$ cat src/rtl/traffic_pkg.sv
// traffic_pkg: state codes, lamp encodings and width helper shared by the traffic controller and its bench
package traffic_pkg;
   typedef enum logic [2:0] {
      ALLRED = 3'd0,
      GREEN  = 3'd1,
      YELLOW = 3'd2,
      EMG    = 3'd3,
      FLASH  = 3'd4
   } state_e;
   localparam logic [2:0] RED = 3'b100;
   localparam logic [2:0] YEL = 3'b010;
   localparam logic [2:0] GRN = 3'b001;
   localparam logic [2:0] OFF = 3'b000;
   function automatic int clog2(input int n);
      int r;
      r = 1;
      while ((1 << r) < n) r++;
      return r;
   endfunction
endpackage

$ cat src/rtl/rr_next_dir.sv
// rr_next_dir: first requesting approach after cur_dir, cur_dir itself last; plain rotation when idle
module rr_next_dir
   import traffic_pkg::*;
#(
   parameter int N_DIR = 4,
   parameter int DW    = clog2(N_DIR)
) (
   input  logic [N_DIR-1:0] req,
   input  logic [DW-1:0]    cur_dir,
   output logic [DW-1:0]    nxt_dir
);
   logic [DW-1:0] idx;
   always_comb begin
      nxt_dir = DW'((int'(cur_dir) + 1) % N_DIR);
      idx = '0;
      // scan far-to-near so the nearest requester after cur_dir is the last write
      for (int k = N_DIR; k >= 1; k--) begin
         idx = DW'((int'(cur_dir) + k) % N_DIR);
         if (req[idx]) nxt_dir = idx;
      end
   end
endmodule

$ cat src/rtl/traffic_ctrl_param.sv
// traffic_ctrl_param: N-approach round-robin intersection controller with emergency pre-emption and flash mode
module traffic_ctrl_param
   import traffic_pkg::*;
#(
   parameter int N_DIR      = 4,
   parameter int GREEN_CYC  = 8,
   parameter int YELLOW_CYC = 3,
   parameter int ALLRED_CYC = 2,
   parameter int FLASH_HALF = 4,
   parameter int CNT_W      = 8
) (
   input  logic                      clk,
   input  logic                      rst,
   input  logic                      en,
   input  logic [N_DIR-1:0]          req,
   input  logic                      emg_vld,
   input  logic [clog2(N_DIR)-1:0]   emg_dir,
   input  logic                      flash_mode,
   output logic [3*N_DIR-1:0]        lights,
   output logic [clog2(N_DIR)-1:0]   cur_dir,
   output logic [2:0]                st
);
   localparam int DW = clog2(N_DIR);
   localparam logic [DW:0]      N_LIM = (DW+1)'(N_DIR);
   localparam logic [CNT_W-1:0] T_GRN = CNT_W'(GREEN_CYC - 1);
   localparam logic [CNT_W-1:0] T_YEL = CNT_W'(YELLOW_CYC - 1);
   localparam logic [CNT_W-1:0] T_RED = CNT_W'(ALLRED_CYC - 1);
   localparam logic [CNT_W-1:0] T_FL  = CNT_W'(FLASH_HALF - 1);
   state_e             st_q, st_d;
   logic [DW-1:0]      cur_q, cur_d, rr_dir;
   logic [CNT_W-1:0]   tmr_q, tmr_d;
   logic               flash_on_q, flash_on_d;
   logic [3*N_DIR-1:0] lights_q, lights_d;
   logic               emg_ok, tmr_end;

   rr_next_dir #(.N_DIR(N_DIR), .DW(DW)) u_rr (
      .req     (req),
      .cur_dir (cur_q),
      .nxt_dir (rr_dir)
   );

   assign emg_ok  = emg_vld && ({1'b0, emg_dir} < N_LIM);
   assign tmr_end = tmr_q == '0;

   always_comb begin
      st_d       = st_q;
      cur_d      = cur_q;
      tmr_d      = tmr_end ? '0 : tmr_q - 1'b1;
      flash_on_d = flash_on_q;
      if (!en) begin
         tmr_d = tmr_q;
      end else if (flash_mode) begin
         st_d       = FLASH;
         tmr_d      = (st_q != FLASH || tmr_end) ? T_FL : tmr_q - 1'b1;
         flash_on_d = st_q != FLASH ? 1'b1 : tmr_end ? !flash_on_q : flash_on_q;
      end else begin
         case (st_q)
            ALLRED: if (tmr_end) begin
               st_d  = emg_ok ? EMG : GREEN;
               cur_d = emg_ok ? emg_dir : rr_dir;
               tmr_d = T_GRN;
            end
            GREEN: if (emg_ok && emg_dir == cur_q) begin
               st_d = EMG;
            end else if (emg_ok || tmr_end) begin
               st_d  = YELLOW;
               tmr_d = T_YEL;
            end
            YELLOW: if (tmr_end) begin
               st_d  = ALLRED;
               tmr_d = T_RED;
            end
            EMG: if (!emg_ok || emg_dir != cur_q) begin
               st_d  = YELLOW;
               tmr_d = T_YEL;
            end
            default: begin
               st_d  = ALLRED;
               tmr_d = T_RED;
            end
         endcase
      end
   end

   // lamps are decoded from next-state values and registered, so outputs are glitch-free flops
   for (genvar i = 0; i < N_DIR; i++) begin : g_lamp
      assign lights_d[3*i +: 3] = st_d == FLASH ? (flash_on_d ? YEL : OFF)
                                : (st_d == ALLRED || cur_d != DW'(i)) ? RED
                                : st_d == YELLOW ? YEL : GRN;
   end

   always_ff @(posedge clk) begin
      if (rst) begin
         st_q       <= ALLRED;
         cur_q      <= '0;
         tmr_q      <= T_RED;
         flash_on_q <= 1'b1;
         lights_q   <= {N_DIR{RED}};
      end else begin
         st_q       <= st_d;
         cur_q      <= cur_d;
         tmr_q      <= tmr_d;
         flash_on_q <= flash_on_d;
         lights_q   <= lights_d;
      end
   end

   assign lights  = lights_q;
   assign cur_dir = cur_q;
   assign st      = st_q;
endmodule
$ cat config.mk
export PLATFORM = sky130hd
export DESIGN_NAME = traffic_ctrl_param
export DESIGN_NICKNAME = d
export VERILOG_FILES = /design/src/rtl/traffic_pkg.sv /design/src/rtl/rr_next_dir.sv /design/src/rtl/traffic_ctrl_param.sv
export SDC_FILE = /design/constraint.sdc
export NUM_CORES = 1
export LEC_CHECK = 0
export ABC_CLOCK_PERIOD_IN_PS = 5600
export BUFFER_PORTS_ARGS = -buffer_cell sky130_fd_sc_hd__buf_2
export CORE_MARGIN = 8
export CORE_UTILIZATION = 40
export CTS_CLUSTER_DIAMETER = 200
export DETAILED_ROUTE_END_ITERATION = 8
export MAX_ROUTING_LAYER = met4
export SKIP_LAST_GASP = 1
export SLEW_MARGIN = 5
export SYNTH_ARGS = -nofsm -noshare
export SYNTH_HDL_FRONTEND = slang
export SYNTH_HIERARCHICAL = 1
export SYNTH_SLANG_ARGS = --single-unit
$ cat constraint.sdc
create_clock -name clk -period 5.6 [get_ports clk]
set_input_delay 0.84 -clock clk [delete_from_list [all_inputs] [get_ports clk]]
set_output_delay 0.84 -clock clk [all_outputs]
set_load 0.1 [all_outputs]
Word level (Yosys, flattened, before mapping)

Cells that the tools add are included.

Flip-flop bits (word level): 26
Word-level logic and storage cells: 88

Add/subtract/negate cells: 5
$lt $le $gt $ge: 4
Equal/unequal tests: 11
Muxes and demuxes: 49
Reduce and logical (&&, ||, !) cells: 14

Operator list:

| kind                | number |
|---|---|
| $mux 8              | 8 |
| $mux 3              | 15 |
| $pmux 8 s4          | 1 |
| $mux 2              | 12 |
| $lt 2x3->1 const B  | 4 |
| $pmux 3 s4          | 1 |
| $eq 3x2->1 const B  | 3 |
| $bmux 1 s2          | 4 |
| $logic_not 8->1     | 1 |
| $mux 1              | 8 |
| $sub 8x1->8 const B | 1 |
| $logic_or 1x1->1    | 7 |
| $logic_not 3->1     | 2 |
| $add 2x1->2 const B | 2 |
| $add 2x2->2 const B | 2 |
| $ne 2x2->1 const B  | 2 |
| $eq 3x1->1 const B  | 1 |
| $eq 3x3->1 const B  | 1 |
| $ne 3x3->1 const B  | 1 |
| $eq 2x2->1          | 1 |
| $logic_not 1->1     | 2 |
| $ne 2x1->1 const B  | 1 |
| $ne 2x2->1          | 1 |
| $reduce_bool 2->1   | 1 |
| $logic_and 1x1->1   | 1 |

Depth between registers and ports, before layout

Gate-level depths: netlist (run 1).

Word-level depth: 16
Depth in mapped cells: 8
Mapped depth without buffers: 7

By module

The synthesis (run 1) kept the hierarchy.

Modules (own cells, without submodules):

| module             | instances | cells an instance | area each (um2) | sequential area each (um2) |
|---|---|---|---|---|
| traffic_ctrl_param | 1         | 183               | 1,495.2         | 520.5 |
| rr_next_dir        | 1         | 17                | 106.4           | 0.0 |

Worst setup path before layout (run 1)

Ideal clock, no wire load.

Kind: input to register
Start point: input flash_mode
End point: register lights_q[10] (netlist: lights[10])
Data arrival time: 2.491 ns
Data required time: 5.531 ns
Path slack: 3.041 ns
Cell stages on the path: 6
Cell sequence: clkbuf_1 > nand2b_1 > or4_4 > or3_1 > a21o_1 > o21ai_2

Longest elaborated chain between the ends: 6

Ends and longest elaborated chain:

| what                                       | RTL line                                           | text |
|---|---|---|
| from (decl)                                | traffic_ctrl_param.sv:18                           | `input logic flash_mode,` |
| $mux 3 or $mux 2 (tied branches)           | traffic_ctrl_param.sv:52                           | `end else if (flash_mode) begin` |
| $mux 3 or $mux 2 (tied branches)           | traffic_ctrl_param.sv:50                           | `if (!en) begin` |
| $eq 3x2->1, or another cell as far along   | traffic_ctrl_param.sv:89                           | `: st_d == YELLOW ? YEL : GRN;` |
| $mux 2 or $logic_or 1x1->1 (tied branches) | traffic_ctrl_param.sv:89, traffic_ctrl_param.sv:88 |  |
| $mux 3                                     | traffic_ctrl_param.sv:88                           | `: (st_d == ALLRED \|\| cur_d != DW'(i)) ? RED` |
| $mux 3 (*)                                 | traffic_ctrl_param.sv:87                           | `assign lights_d[3*i +: 3] = st_d == FLASH ? (flash_on_d ? YEL : OFF)` |
| to (signal assigned)                       | traffic_ctrl_param.sv:98                           | `lights_q <= {N_DIR{RED}};` |
| to (signal assigned)                       | traffic_ctrl_param.sv:104                          | `lights_q <= lights_d;` |
| to (decl)                                  | traffic_ctrl_param.sv:33                           | `logic [3*N_DIR-1:0] lights_q, lights_d;` |

Mark *: on every way between the ends. The rest lies on a longest branch, timed or not.
A chain may end at the register's enable or synchronous reset.

Worst setup path in the final report (run 1)

Start point: register tmr_q[0]
End point: register lights_q[10] (netlist: lights[10])

Longest elaborated chain between the ends: 11

Ends and longest elaborated chain:

| what                                          | RTL line                                           | text |
|---|---|---|
| from (decl)                                   | traffic_ctrl_param.sv:31                           | `logic [CNT_W-1:0] tmr_q, tmr_d;` |
| from (signal assigned)                        | traffic_ctrl_param.sv:102                          | `tmr_q <= tmr_d;` |
| $logic_not 8->1 (*)                           | traffic_ctrl_param.sv:43                           | `assign tmr_end = tmr_q == '0;` |
| $logic_or 1x1->1                              | traffic_ctrl_param.sv:65                           | `end else if (emg_ok \|\| tmr_end) begin` |
| $mux 3                                        | traffic_ctrl_param.sv:65                           |  |
| $mux 3                                        | traffic_ctrl_param.sv:63                           | `GREEN: if (emg_ok && emg_dir == cur_q) begin` |
| $pmux 3 s4                                    | traffic_ctrl_param.sv:57                           | `case (st_q)` |
| $mux 3                                        | traffic_ctrl_param.sv:52                           |  |
| $mux 3                                        | traffic_ctrl_param.sv:50                           |  |
| $eq 3x2->1 or $logic_not 3->1 (tied branches) | traffic_ctrl_param.sv:89, traffic_ctrl_param.sv:88 |  |
| $mux 2 or $logic_or 1x1->1 (tied branches)    | traffic_ctrl_param.sv:89, traffic_ctrl_param.sv:88 |  |
| $mux 3                                        | traffic_ctrl_param.sv:88                           |  |
| $mux 3 (*)                                    | traffic_ctrl_param.sv:87                           |  |

Marked as above.

==> flow_results.org, run 1 <==
** Outcome
- The run finished with clean final reports.

** Yosys
- Proportion of synthesized flip-flops having asynchronous set or reset :: 0
- Top post-synthesis cells by count :: sky130_fd_sc_hd__dfxtp_1 (26), sky130_fd_sc_hd__a21oi_1 (18), sky130_fd_sc_hd__nor2_1 (16)
- Post-synthesis sequential area ratio :: 0.325
- Net count after synthesis :: 213
- After synthesis the netlist holds a flip-flop and latch count of 26.
- During synthesis, Yosys emitted a total of 6 warnings.
- Dividing the synthesized area by the synthesized cell count gives 8.01 um2.
- Of the post-synthesis cell area, the dominant cell type holds 0.325.
- Yosys instantiated no cell more often than sky130_fd_sc_hd__dfxtp_1.
- Most used flip-flop cell after synthesis :: sky130_fd_sc_hd__dfxtp_1
- Post-synthesis cell area :: 0.00160 mm2
- Synth area leaders :: sky130_fd_sc_hd__dfxtp_1 (33%), sky130_fd_sc_hd__a21oi_1 (5.6%), sky130_fd_sc_hd__mux2i_1 (4.4%)
- Synthesis produced 200 cells.
- Count of unique library cells instantiated by Yosys :: 55
- Counting flops with a built-in enable in the synthesized netlist gives 0.
- Cell type with the highest aggregate area in the netlist :: sky130_fd_sc_hd__dfxtp_1

** Die
- For this configuration, the core starts out at a cell density of 0.409.
- Die ar. :: 0.00628 mm2
- 28 I/O pins were placed.
- The floorplan step set the die width to 79.3 um.
- Cell Rows :: 23
- In this run the standard cell core region covers 0.00391 mm2.
- Die height :: 79.3 um

** CTS
- For this design, the CTS-stage hold fixing added 0 buffers.
- The tree is rooted in a sky130_fd_sc_hd__clkbuf_8.
- CTS tree :: built
- Buffer levels on the longest clock path :: 2
- The clock net in this run drives a total of 26 sinks.
- Worst-skew pair later-pin latency :: 0.28 ns
- Gates resized during post-CTS repair numbered 0.
- Post-CTS timing repair inserted 0 buffers for setup.
- H-tree levels :: 1
- Clock buffers created by TritonCTS :: 3
- Clock-pin slew was measured on the worst setup and hold paths at 0.10 ns.

** Power
- Overall power consumption after layout is estimated at 502 uW.
- Part of the power in combinational logic :: 0.272
- Of the total power, the share spent switching nets is 0.347.
- Max rail drop VDD :: 0.000169 V
- Leakage :: 0.000685 uW
- Clock Power Share :: 0.322
- Internal power comes to 328 uW.
- Switching power summed over all nets :: 174 uW
- The share of total power dissipated in sequential elements is 0.407.
- Power Dens Cells :: 278 mW/mm2

** Place
- The HPWL after detailed placement is 3.13 mm.
- Final Wtd Congestion :: 0.896
- DP Worst Slack :: 2.87 ns
- Number of buffer cells added on primary ports :: 27

** Setup path
- The critical path is of the reg -> reg type.
- Crit path capture type :: flop
- Data on the critical path is required at its endpoint by 5.81 ns.
- Data arrival at the endpoint of the critical path :: 2.79 ns
- In this run the worst path has a maximum fanout of 7.
- STA classifies the critical path startpoint as a flop.

** Global route
- The via count of the first global-routing pass was 1,521.
- Pin count of the biggest net entering global routing :: 22
- Number of antenna violations at the first check in global routing :: 0
- Wire length of the first global-routing pass :: 7.53 mm
- Gr usage total :: 0.150
- Total grt overflow :: 0

** STA
- The worst pin sits at a relative slew slack of 0.284.
- The max-slew violation count is 0.
- Setup repair after global routing left no endpoint under its margin.
- The number of hold-slack violations in the final timing report was 0.
- Worst-case clock skew :: 0.00753 ns
- Dividing the final minimum period by the clock period gives 0.459.
- Setup tns final :: 0 ns
- Timing would allow up to 389 MHz.
- Setup violations remaining at the end of the flow were counted as 0.
- Tightest Pin Transition :: 1.06 ns
- For the finished layout, the period the worst path requires is 2.57 ns.
- PnR worst setup slack :: 3.03 ns

** Cells and area
- N_diodes :: 0
- Post-layout net count :: 232
- Relative to the synthesized area, the layout overhead comes to 12.7%.
- After filler insertion, the fill cell instance count of the layout stands at 427.
- Of the cells placed in the final design, the portion with a size suffix greater than 1 is 0.183.

** Detailed routing
- Detailed routing inserted a total of 1,540 vias.
- The detail route stage leaves a number of antenna-violating nets equal to 0.
- Number of vias per cell :: 5.75
- DR iter-0 viols :: 88
- The first TritonRoute pass finished after 4 iterations.
- Final Routed Wirelength :: 4.35 mm
- In the routed design, unresolved DRC markers number 0.
- In the final routed layout, each cell accounts on average for 16.2 um.

** Flow run
- Across the run, the number of max-cap violations was 0.

** Worst hold path
- Worst min path class :: reg -> reg
## per-layer routing
| metal | share of wire | wire [um] | GRT usage |
|---|---|---|---|
| met5 | 0 | 0 | - |
| met4 | 0.0039 | 17 | 0.0315 |
| met3 | 0.023 | 99 | 0.0305 |
| met2 | 0.50 | 2180 | 0.247 |
| met1 | 0.47 | 2050 | 0.185 |
## kinds of logic after synthesis
group                    share of synthesized area
adder cells (fa/ha/maj)                     0.0156
AO/OA/AOI/OAI                                0.280
multiplexers                                0.0438
XOR/XNOR                                    0.0219
AND/OR/NAND/NOR                              0.254
buffers and inverters                       0.0594
flip-flops                                   0.325
## power groups by stage
| stage | logic, uW | registers [uW] | clock network (uW) |
|---|---|---|---|
| detailed placement | 136 | 208 | 0 |
| finish | 136 | 204 | 162 |
| global placement | 136 | 208 | 0 |
| CTS | 136 | 204 | 164 |
| floorplan | 70.2 | 249 | 0 |
| global route | 148 | 206 | 171 |
## cell usage in the layout, fill, tap and decap left out, types with 2 or more instances in the layout
cell type	n
sky130_fd_sc_hd__clkbuf_8	3
sky130_fd_sc_hd__mux2i_1	7
sky130_fd_sc_hd__o21ai_1	3
sky130_fd_sc_hd__nor2_1	16
sky130_fd_sc_hd__nor3_1	2
sky130_fd_sc_hd__a311oi_1	2
sky130_fd_sc_hd__nor4_1	6
sky130_fd_sc_hd__nand3_1	7
sky130_fd_sc_hd__a21o_1	4
sky130_fd_sc_hd__inv_1	7
sky130_fd_sc_hd__or4_4	2
sky130_fd_sc_hd__nand2_1	10
sky130_fd_sc_hd__o21ai_0	13
sky130_fd_sc_hd__o22ai_1	3
sky130_fd_sc_hd__and3_1	2
sky130_fd_sc_hd__nand2b_1	3
sky130_fd_sc_hd__nor3b_1	3
sky130_fd_sc_hd__xnor2_1	3
sky130_fd_sc_hd__or3_1	3
sky130_fd_sc_hd__o32ai_1	2
sky130_fd_sc_hd__a221oi_1	3
sky130_fd_sc_hd__o21a_1	2
sky130_fd_sc_hd__ha_1	2
sky130_fd_sc_hd__a211oi_1	5
sky130_fd_sc_hd__dfxtp_1	26
sky130_fd_sc_hd__or3b_2	2
sky130_fd_sc_hd__or2_2	2
sky130_fd_sc_hd__a21oi_1	18
sky130_fd_sc_hd__nand3b_1	4
sky130_fd_sc_hd__nand4_1	2
sky130_fd_sc_hd__buf_2	27
## critical path, cell delays in order (launching register included)
cell and delay, ns:
sky130_fd_sc_hd__dfxtp_1 0.39, sky130_fd_sc_hd__inv_1 0.11, sky130_fd_sc_hd__ha_1 0.16, sky130_fd_sc_hd__or3b_2 0.55, sky130_fd_sc_hd__or4_4 0.55, sky130_fd_sc_hd__or3_1 0.40
sky130_fd_sc_hd__a21o_1 0.21, sky130_fd_sc_hd__o21ai_2 0.12
## sequential cells by signal, summed over array words and instances (netlist names)
| name | cells |
|---|---|
| cur_dir | 2 |
| flash_on_q | 1 |
| lights | 12 |
| st | 3 |
| tmr_q | 8 |
## cell type report
type,instances,area [um2],area share
multi-input cells,153,986,0.546
well taps,50,62.6,0.0347
clock buffers,3,41.3,0.0229
clock inverters,1,30.0,0.0166
repair buffers,27,135,0.0748
inverters,8,30.0,0.0166
flip-flops and latches,26,520,0.288
## worst paths after layout
check | from | endpoint | slack (ns) | depth (start not counted)
worst max-delay path | tmr_q[0] | lights[10] | 3.03 | 7
worst max register to register | tmr_q[0] | lights[10] | 3.03 | 7
worst min-delay path | tmr_q[7] | tmr_q[7] | 0.50 | 2
worst min register to register | tmr_q[7] | tmr_q[7] | 0.50 | 2
## per-stage QoR
step / instances / utilization / instance area, um2 / hold slack, ns
floorplan: 200 / - / 1600 / 0.452
global placement: 264 / 0.443 / 1730 / 0.475
detailed placement: 264 / 0.443 / 1730 / 0.479
CTS: 268 / 0.461 / 1810 / 0.498
global route: 268 / 0.461 / 1810 / 0.543
finish: 268 / 0.461 / 1810 / 0.498
Power figures use the tool's default switching activity.
==> run 2: changes to the inputs <==
Settings changed: ABC_AREA from default to 1, ABC_CLOCK_PERIOD_IN_PS 5600 to 2660.
Clock period 5.6 ns to 2.66 ns, I/O delays scaled along.
==> run 2 against run 1 <==
Against the previous run:
- largest power group unchanged
- cell area grew 6.2%
- first-iteration DRC count up 17%
- global-route usage is 2.5 points lower
- worst setup slack got worse by 2.5 ns
- area after synthesis rose by 3.4%
- highest routed layer is now met3
- via count up 7.0%
- utilization rose by 1.8 points
- sequential power is 100% higher
- critical endpoint is now lights[4]
- synthesized cell count is 27% higher
- worst hold slack worse by 0.0079 ns
- non-clock buffer count up 1
==> flow_results.org, run 2 <==
** Cells and area
- Final cell count without fillers :: 333 (+24%)
- The top cell types in the final layout, fill and taps aside, are sky130_fd_sc_hd__nand2_1 (69), sky130_fd_sc_hd__inv_1 (30), sky130_fd_sc_hd__buf_2 (27).
- Most common cell after layout, fill and taps aside :: sky130_fd_sc_hd__nand2_1
- The core occupancy in the finished layout is 0.479 (+0.0179).
- Post-layout net count :: 297 (+28%)
- Flip-flop count of the largest register, all copies and words added :: 12 (unchanged)
- The fraction of final layout cells with drive strength greater than 1 came to 0.208 (+0.0250).
- Count of filler cells inserted in the layout :: 423 (-0.94%)
- Flip-flop and latch area :: 520 um2 (unchanged)
- Relative to the synthesized area, the layout overhead comes to 15.8%.
- The diode insertion count for antenna repair was 0 (unchanged).
- Multi-input logic area :: 986 um2 (unchanged)

** Detailed routing
- The first-pass detailed-route iteration total was 5 (+1).
- The post-detailed-route via-to-cell ratio was 4.95 (-14%).
- The total length of routed wires came to 3.75 mm (-14%).
- Final routed wire length divided by cell count :: 11.3 um (-31%)
- The number of nets still failing antenna checks after routing came to 0 (unchanged).
- The number of remaining DRC errors was 0 (unchanged).
- DR iter-0 viols :: 103 (+17%)
- The total number of vias is 1,648 (+7.0%).

** STA
- Max-slew violations :: 0 (unchanged)
- Worst-case clock skew :: 0.00550 ns (-0.00203 ns)
- Unrepaired setup endpoints after global routing :: false
- The post-route setup TNS came to 0 ns (unchanged).
- Final Hold Fails :: 0 (unchanged)
- Timing-limited maximum frequency :: 460 MHz (+18%)
- The post-route fraction of the period consumed by the critical path is 0.818 (+0.358).
- The minimum hold slack came to 0.491 ns (-0.00786 ns).
- The relative slew slack is 0.580 (+0.296).
- The time the final worst path needs with I/O delays and setup was 2.18 ns (-0.397 ns).
- The final count of negative-setup-slack endpoints came to 0 (unchanged).
- The measured slew at the worst slew-check pin came to 0.630 ns (-0.434 ns).

** Outcome
- The flow ran to the end, and the final reports show no timing, DRC or antenna violations.

** Setup path
- Cell type of the slowest stage on the worst timing path :: sky130_fd_sc_hd__dfxtp_1
- Crit path capture type :: flop
- Data arrival at the endpoint of the critical path :: 2.38 ns (-0.41 ns)
- The critical-path maximum fanout was 8 (+1).
- Data required time at the worst endpoint :: 2.86 ns (-2.95 ns)
- The critical path goes through inv_1 > nand2_1 > nand2_2 > nand2_2 > nand3_1 > nand2_1 > nand2_1 > nand2_1 > nand2_1 > inv_1 > nand2_1 > o21ai_0 > nand4_1 > nand2_1 > inv_1 > nor2_1 > nand4_1 > a21oi_1.
- The register-to-register setup slack is 0.48 ns (-2.54 ns).
- Max incr delay on CP :: 0.50 ns (-0.05 ns)
- Most repeated library cell on the critical path :: sky130_fd_sc_hd__nand2_1
- Kind of critical path :: reg -> reg
- Kind of start point of the critical path :: flop

** Die
- Die height :: 80.3 um (+1.3%)
- The initial core utilization was 0.414 (+0.00462).
- The number of top-level pins came to 28 (unchanged).
- Die ar. :: 0.00645 mm2 (+2.7%)
- The die width came to 80.3 um (+1.3%).
- The number of standard-cell rows in the floorplan is 23 (unchanged).
- Placeable core area :: 0.00400 mm2 (+2.2%)

** CTS
- The number of H-tree levels is 1 (unchanged).
- Setup bufs post-CTS :: 0 (unchanged)
- CTS Hold Buffers Added :: 0 (unchanged)
- Clock buffers created by TritonCTS :: 3 (unchanged)
- Buffer levels on the longest clock path :: 2 (unchanged)
- Clock tree root buffer cell :: sky130_fd_sc_hd__clkbuf_8
- The quantity of gates resized following cts is 0 (unchanged).
- Clock Pin Slew Worst Setup and Hold Paths :: 0.08 ns (-0.02 ns)
- The total clock sinks came to 26 (unchanged).
- CTS tree :: built
- Worst-skew pair later-pin latency :: 0.27 ns (about the same)

** Power
- The leakage power summed over all cells came to 0.000949 uW (+39%).
- The peak supply drop was 0.000338 V (+100%).
- Power Dens Cells :: 521 mW/mm2 (+87%)

** Yosys
- Most instantiated library cell after synthesis :: sky130_fd_sc_hd__nand2_1
- The count of yosys warnings during synthesis is 6 (unchanged).
- Top post-synthesis cells by count :: sky130_fd_sc_hd__nand2_1 (69), sky130_fd_sc_hd__inv_1 (30), sky130_fd_sc_hd__dfxtp_1 (26)
- The share of synthesized area occupied by flip-flops and latches is 0.314 (-0.0106).
- The synthesized cell area came to 0.00166 mm2 (+3.4%).
- The count of flip-flops with a built-in enable after synthesis is 0 (unchanged).
- Gate Count Post-Synth :: 253 (+27%)
- The distinct cell type count of the synthesized netlist is 29 (-47%).
- Mean cell area of the mapped netlist :: 6.54 um2 (-18%)
- sky130_fd_sc_hd__dfxtp_1 takes more of the synthesized area than any other cell.
- Synth area leaders :: sky130_fd_sc_hd__dfxtp_1 (31%), sky130_fd_sc_hd__nand2_1 (16%), sky130_fd_sc_hd__inv_1 (6.8%)
- The total nets after synthesis was 266 (+25%).
- The top-area cell type share of the netlist area came to 0.314 (-0.0106).
- The count of state elements after synthesis was 26 (unchanged).
- Most used flip-flop cell after synthesis :: sky130_fd_sc_hd__dfxtp_1
- Proportion of synthesized flip-flops having asynchronous set or reset :: 0 (unchanged)

** Global route
- Pin count of the biggest net entering global routing :: 17 (-23%)
- The number of antenna violations at the first check in global routing was 0 (unchanged).
- The via count of the first global-routing pass is 1,526 (+0.33%).
- The overall global routing resource usage came to 0.125 (-0.0247).
- The first-pass GRT wire length is 6.64 mm (-12%).
- The total congestion overflow after global routing is 0 (unchanged).

** Flow run
- Maximum capacitance violations :: 0 (unchanged)

** Place
- Number of buffer cells added on primary ports :: 27 (unchanged)
- The instance count after placement with tap cells included was 329 (+25%).
- The HPWL after detailed placement was 2.99 mm (-4.4%).
- The placer's final routability congestion estimate was 0.790 (-12%).

** Worst hold path
- Worst min path class :: in -> reg
## run 2: cell count changes after synthesis, moves of 7 or more
cell / delta
sky130_fd_sc_hd__nand2_1: +59
sky130_fd_sc_hd__mux2i_1: -7
sky130_fd_sc_hd__nand3_1: +11
sky130_fd_sc_hd__nand2_2: +9
sky130_fd_sc_hd__clkbuf_1: -9
sky130_fd_sc_hd__inv_1: +23
## run 2: area by class of cell
| type | count | area share |
|---|---|---|
| repair buffers | 28 | 0.0744 |
| inverters | 35 | 0.0698 |
| clock buffers | 3 | 0.0215 |
| multi-input cells | 190 | 0.514 |
| clock inverters | 1 | 0.0157 |
| well taps | 50 | 0.0326 |
| flip-flops and latches | 26 | 0.272 |
## run 2: critical path: cells and delay by family (launching register included)
family	cells	cell delay [ns]
and+or+nand+nor	13	1.12
AOI/OAI and AO/OA	2	0.23
buffers and inverters	3	0.24
DFF	1	0.50
## run 2: cell families after synthesis
group,share of synthesized area
XOR/XNOR,0.0370
AO/OA/AOI/OAI,0.127
adder cells (fa/ha/maj),0.0151
AND/OR/NAND/NOR,0.416
flip-flops,0.314
buffers and inverters,0.0899
## run 2: final timing paths
kind | start | endpoint | depth (start not counted)
worst max-delay path | cur_dir[1] | lights[4] | 18
worst min-delay path | rst | cur_dir[0] | 2
worst min register to register | tmr_q[7] | tmr_q[7] | 2
worst max register to register | cur_dir[1] | lights[4] | 18
## run 2: through the flow
stage / power [uW] / worst slack (ns) / instance area (um2)
floorplan: 638 / 0.0523 / 1660
global placement: 688 / 0.486 / 1850
detailed placement: 689 / 0.489 / 1850
CTS: 1010 / 0.461 / 1920
global route: 1060 / 0.177 / 1920
finish: 999 / 0.485 / 1920
## run 2: report_power, final
group          internal [uW]  switching (uW)  leakage, uW  total, uW
clock network            201             120    0.0000357        321
registers                406            11.2     0.000212        417
logic                   68.0             193     0.000701        261
total                    675             323     0.000949        999
## run 2: per-layer routing
layer  share of wire  vias up  track usage
li1                -      878            -
met1            0.46      729        0.149
met2            0.47       41        0.213
met3           0.068        0       0.0368
met4               0        0      0.00727
met5               0        -            -
